$ cat src/rtl/dll_pkg.sv
// Shared DLL loop definitions: code width, SAR mid-scale reset code,
// loop-phase enum and the non-wrapping code distance helper.
package dll_pkg;

  localparam int CODE_W = 10;
  localparam logic [CODE_W-1:0] MID_CODE = {1'b1, {(CODE_W-1){1'b0}}};

  typedef enum logic [1:0] {ACQ, TRACK, LOCKED} state_e;

  // One extra bit so 0 vs full-scale yields full-scale, not 1.
  function automatic logic [CODE_W:0] code_delta(input logic [CODE_W-1:0] a,
                                                 input logic [CODE_W-1:0] b);
    logic signed [CODE_W:0] d;
    d = $signed({1'b0, a}) - $signed({1'b0, b});
    if (d < 0) d = -d;
    return d;
  endfunction

endpackage

$ cat src/rtl/dcdl_therm_dec.sv
// Combinational binary to thermometer decoder: therm_o[i] = (bin_i > i).
module dcdl_therm_dec #(
  parameter int CW = 4
) (
  input  logic [CW-1:0]      bin_i,
  output logic [2**CW-2:0]   therm_o
);

  for (genvar i = 0; i < 2**CW-1; i++) begin : g_bit
    assign therm_o[i] = (bin_i > CW'(i));
  end

endmodule

$ cat src/rtl/dcdl_code_ctrl.sv
// DCDL code controller: latches SAR codes, drives coarse/fine DCDL words
// two cycles later, and tracks ACQ -> TRACK -> LOCKED. Optional macro
// DCDL_HYST_EN freezes the DCDL word against small dither while locked.
module dcdl_code_ctrl
  import dll_pkg::*;
#(
  parameter int W        = CODE_W,
  parameter int CW       = 4,
  parameter int TOL      = 1,
  parameter int LOCK_CNT = 8
) (
  input  logic              clk4,
  input  logic              rst,
  input  logic [W-1:0]      code_in,
  input  logic              code_vld,
  input  logic              restart,
  output logic [2**CW-2:0]  coarse_therm,
  output logic [W-CW-1:0]   fine,
  output logic [W-1:0]      code_out,
  output logic              acq_done,
  output logic              locked
);

  localparam int TW  = 2**CW-1;
  localparam int FW  = W-CW;
  localparam int SW  = $clog2(W+1);
  localparam int CNW = 8;
  localparam logic [TW-1:0] RST_THERM = TW'((1 << (2**(CW-1))) - 1);

  logic [W-1:0]   code_q, code_out_q;
  logic [W:0]     delta_q;
  logic           vld_q, stable, upd;
  logic [TW-1:0]  therm_d, therm_q;
  logic [FW-1:0]  fine_q;
  state_e         state_q, state_d;
  logic [SW-1:0]  step_q, step_d;
  logic [CNW-1:0] stab_q, stab_d;

  // Stage 1: capture the code and its distance from the applied code.
  always_ff @(posedge clk4 or posedge rst) begin
    if (rst) begin
      vld_q   <= 1'b0;
      code_q  <= MID_CODE;
      delta_q <= '0;
    end else begin
      vld_q <= code_vld;
      if (code_vld) begin
        code_q  <= code_in;
        delta_q <= code_delta(code_in, code_out_q);
      end
    end
  end

  assign stable = (delta_q <= (W+1)'(TOL));

`ifdef DCDL_HYST_EN
  assign upd = vld_q && !(state_q == LOCKED && stable);
`else
  assign upd = vld_q;
`endif

  dcdl_therm_dec #(.CW(CW)) u_dec (
    .bin_i   (code_q[W-1 -: CW]),
    .therm_o (therm_d)
  );

  // Stage 2: code, thermometer and fine word move together.
  always_ff @(posedge clk4 or posedge rst) begin
    if (rst) begin
      code_out_q <= MID_CODE;
      therm_q    <= RST_THERM;
      fine_q     <= '0;
    end else if (upd) begin
      code_out_q <= code_q;
      therm_q    <= therm_d;
      fine_q     <= code_q[FW-1:0];
    end
  end

  assign code_out     = code_out_q;
  assign coarse_therm = therm_q;
  assign fine         = fine_q;

  always_ff @(posedge clk4 or posedge rst) begin
    if (rst) begin
      state_q <= ACQ;
      step_q  <= '0;
      stab_q  <= '0;
    end else begin
      state_q <= state_d;
      step_q  <= step_d;
      stab_q  <= stab_d;
    end
  end

  // Restart overrides any stage-2 result landing in the same cycle.
  always_comb begin
    state_d = state_q;
    step_d  = step_q;
    stab_d  = stab_q;
    if (restart) begin
      state_d = ACQ;
      step_d  = '0;
      stab_d  = '0;
    end else if (vld_q) begin
      case (state_q)
        ACQ: begin
          step_d = step_q + 1'b1;
          if (step_q == SW'(W-1)) begin
            state_d = TRACK;
            stab_d  = '0;
          end
        end
        TRACK: begin
          if (stable) begin
            if (stab_q != CNW'(LOCK_CNT)) stab_d = stab_q + 1'b1;
            if (stab_q >= CNW'(LOCK_CNT-1)) state_d = LOCKED;
          end else begin
            stab_d = '0;
          end
        end
        LOCKED: begin
          if (!stable) begin
            state_d = TRACK;
            stab_d  = '0;
          end
        end
        default: state_d = ACQ;
      endcase
    end
  end

  always_comb begin
    acq_done = (state_q != ACQ);
    locked   = (state_q == LOCKED);
  end

endmodule

$ cat config.mk
export PLATFORM = sky130hd
export DESIGN_NAME = dcdl_code_ctrl
export DESIGN_NICKNAME = d
export VERILOG_FILES = /design/src/rtl/dll_pkg.sv /design/src/rtl/dcdl_therm_dec.sv /design/src/rtl/dcdl_code_ctrl.sv
export SDC_FILE = /design/constraint.sdc
export NUM_CORES = 1
export LEC_CHECK = 0
export BUFFER_PORTS_ARGS = -buffer_cell sky130_fd_sc_hd__buf_4
export CAP_MARGIN = 20
export CORE_UTILIZATION = 57
export CTS_CLUSTER_SIZE = 12
export DETAILED_ROUTE_END_ITERATION = 7
export PLACE_DENSITY = 0.82
export SKIP_LAST_GASP = 1
export SYNTH_ARGS = -nofsm -noshare
export SYNTH_HDL_FRONTEND = slang
export SYNTH_HIERARCHICAL = 1
export SYNTH_SLANG_ARGS = --single-unit
$ cat constraint.sdc
create_clock -name clk4 -period 3.05 [get_ports clk4]
set_clock_uncertainty 0.15 [all_clocks]
set_input_delay 0.1525 -clock clk4 [delete_from_list [all_inputs] [get_ports clk4]]
set_output_delay 0.1525 -clock clk4 [all_outputs]
set_load 0.005 [all_outputs]
==> impl_metrics.ini <==
[status]
status = complete, no violations

[timing]
hold_viol = 0
finalMaxSlewViolations = 0
setup_ws_ps = 205.6
worst_pin_slew_ps = 796.2
final.min_clock_period_ps = 2844
rsz0062_at_grt = false
setup_viol = 0
fin_setup_tns_ps = 0
max_slew_margin_pct = 46.84
max_freq_ghz = 0.3516
fin_crit_sh_pct = 93.26

[worst_setup_path]
end_kind = flip-flop
critPathLaunchType = input port
required_ps = 3180
r2r_slack_ps = 270
r2r_start = code_out[6]
reg2reg_depth = 9
crit_arrival_ps = 2980
max_stage_delay_ps = 540
crit_chain = dlygate4sd3_1, buf_4, ha_1, a2111oi_0, a21oi_1, o21ai_1, xor2_1, nand4_1, nor4_1, mux2_2
slowest_stage = dlygate4sd3_1
endpoint = delta_q[10]
crit_path_start = code_in[6]
worstSetupPathType = input port to flip-flop
regToRegEndpoint = delta_q[10]
critPathMaxFanout = 11

[synthesis]
synthesis.instances = 347
synth_compound_area_share_pct = 13.93
ys_ff_latch = 60
yosysTopAreaCell = dfrtp_1
synth_area_per_cell_um2 = 9.811
synthTopCellsByArea = dfrtp_1 37%, mux2_2 9.3%, dfstp_2 7.7%, ha_1 5.5%, nor2_1 3.4%
yosys-top-cells-count = 50 x dfrtp_1, 31 x nor2_1, 28 x mux2_2
synth.top_cell.area_share_pct = 36.75
synth-edff-count = 0
syn_area_um2 = 3405
synth.distinct_cells = 51
asyncSetResetFlopFracSynth_pct = 100.0
syn_nets = 377
synth_top_family_by_area = simple AND/OR/NAND/NOR gates
synth_seq_area_share_pct = 44.47
muxShareOfSynthArea_pct = 9.849
synth_most_common_cell = dfrtp_1
synth-simple-area-share_pct = 14.59
synth-adder-area-share_pct = 6.101
synth_ff_type = dfrtp_1
ys_warn_count = 6
yosys.area_share.xor_xnor_pct = 4.631

[cts]
cts.sinks = 60
clk_path_buf_depth = 2
h-tree-depth = 3
tritoncts = yes
cts_root_buffer = clkbuf_8
cts_setup_buffers = 0
clk_pin_slew_ps = 70
clk_latency_ps = 350
numCtsBuffers = 9

[power_and_ir_drop]
ir_drop_mv = 0.3463
leakage_nw = 1.856
pwr_density_cell_nw_per_um2 = 581.1

[cells_and_area]
nets = 428
final_cell_area_um2 = 4078
fill_cells = 415
drive_above_1_share_pct = 28.78
stdcell_count = 475
utilization_pct = 72.28
multi_input_area_um2 = 1675
syn2layout_area_growth_pct = 19.77
n_antenna_cell = 0
regArea_um2 = 1514

[drt]
wirelength_um = 7273
drc = 0
detail-route-antenna-nets = 0
avgViaCountPerCell = 5.629
drtIter0Drc = 298
wl_per_cell_um = 15.31
dr.pass1.iters = 4
vias = 2674

[min_path]
min_path_type = flip-flop to flip-flop

[place]
detailed_place_hpwl_um = 5026
gp_congestion = 0.8621
pre_cts_ws_ps = 258.9
dpl_cell_area_um2 = 3745
port-buffer-count = 46
place_inst = 446

[global_route]
grt_pass1_vias = 2574
grt_remaining_overflow = 0
grt_pass1_wl_um = 12450
grt_max_degree = 41
antenna_found_initial = 0
gr-usage-all-layers_pct = 25.84

[die]
core_area_um2 = 5642
die_h_um = 79.29
die_area_um2 = 6286
die_x_um = 79.29
ios = 47
start_util_pct = 60.35
fp-row-count = 27

[job]
maxCapViolCount = 0
## cell families after synthesis
| family | Yosys count |
|---|---|
| flip-flops | 60 |
| buffers and inverters | 47 |
| adder cells (fa/ha/maj) | 16 |
| multiplexers | 30 |
| XOR/XNOR | 18 |
| AO/OA/AOI/OAI | 77 |
| AND/OR/NAND/NOR | 99 |
## registers in the layout (all words and copies together), names as in the netlist
name and flops:
step_q 4, coarse_therm 15, delta_q 10, upd 1, stab_q 8, code_out 10
state_q 2, code_q 10
## timing repair
action                                 CTS  global route
setup endpoints to repair                0             2
hold buffers                            13             0
endpoints found under the hold margin   44             0
gates resized for setup                  0             1
## cell usage in the layout (no fill, tap or decap), types with 3 or more instances in the layout
cell | synthesis | layout
nand4_1 | 3 | 3
or4_1 | 3 | 3
dlygate4sd3_1 | 0 | 13
nand2b_1 | 6 | 6
a21oi_1 | 23 | 22
o31ai_1 | 3 | 3
clkbuf_8 | 0 | 9
nand2_1 | 24 | 24
ha_1 | 15 | 15
buf_4 | 6 | 51
xnor2_1 | 9 | 9
nor2_1 | 31 | 31
nand3_1 | 7 | 7
o211ai_1 | 4 | 4
o21ai_0 | 21 | 21
mux2_2 | 28 | 28
clkinvlp_4 | 0 | 3
xor2_1 | 9 | 9
dfrtp_1 | 50 | 50
and3_1 | 4 | 4
dfstp_2 | 10 | 10
a211oi_1 | 3 | 3
a21o_1 | 3 | 3
nor4_1 | 3 | 3
inv_1 | 23 | 22
nor2b_1 | 6 | 6
o21ai_1 | 5 | 5
## final cells by class
class | instances | share of cell area (%)
multi-input cells | 240 | 41.09
flip-flops and latches | 60 | 37.13
repair buffers | 64 | 12.58
clock buffers | 9 | 3.038
well taps | 72 | 2.209
inverters | 23 | 2.117
clock inverters | 7 | 1.841
## stage by stage
step                      total power [mW]  hold WS, ps
final                                2.370        330.0
after global routing                 2.510        348.8
after CTS                            2.376        332.8
after detailed placement             1.637        213.4
after global placement               1.605        208.2
after floorplan                      1.439        33.93
## metal layers
metal	part of all wire, %	vias up	global-route usage [%]
met2	49	66	42.24
met3	5.3	10	4.713
met4	1.3	0	10.91
li1	-	1302	-
met1	45	1296	33.61
met5	0	-	0
## worst max-delay path, delay by kind of cell
kind | cells | cell delay (ps)
muxes | 1 | 200
adders and majority gates | 1 | 420
AOI/OAI and AO/OA | 3 | 730
xor gates and xnor gates | 1 | 330
buffers and inverters | 2 | 680
and+or+nand+nor | 2 | 470
## power by group
| part | leakage, nW | total, mW | internal [mW] | switching, mW |
|---|---|---|---|---|
| Combinational | 1.03 | 0.641 | 0.312 | 0.329 |
| Clock | 0.0918 | 0.724 | 0.379 | 0.345 |
| Sequential | 0.731 | 1.00 | 0.920 | 0.0847 |
## worst min path at each step
stage / from / to / slack (ps) / depth (start not counted)
finish: code_q[3] / code_out[3] / 330 / 2
global route: stab_q[7] / stab_q[7] / 350 / 1
CTS: code_q[3] / code_out[3] / 330 / 2
detailed placement: rst / coarse_therm[11] / 210 / 2
global placement: rst / coarse_therm[11] / 210 / 2
floorplan: code_vld / upd / 30 / 0
Power figures use the tool's default switching activity.
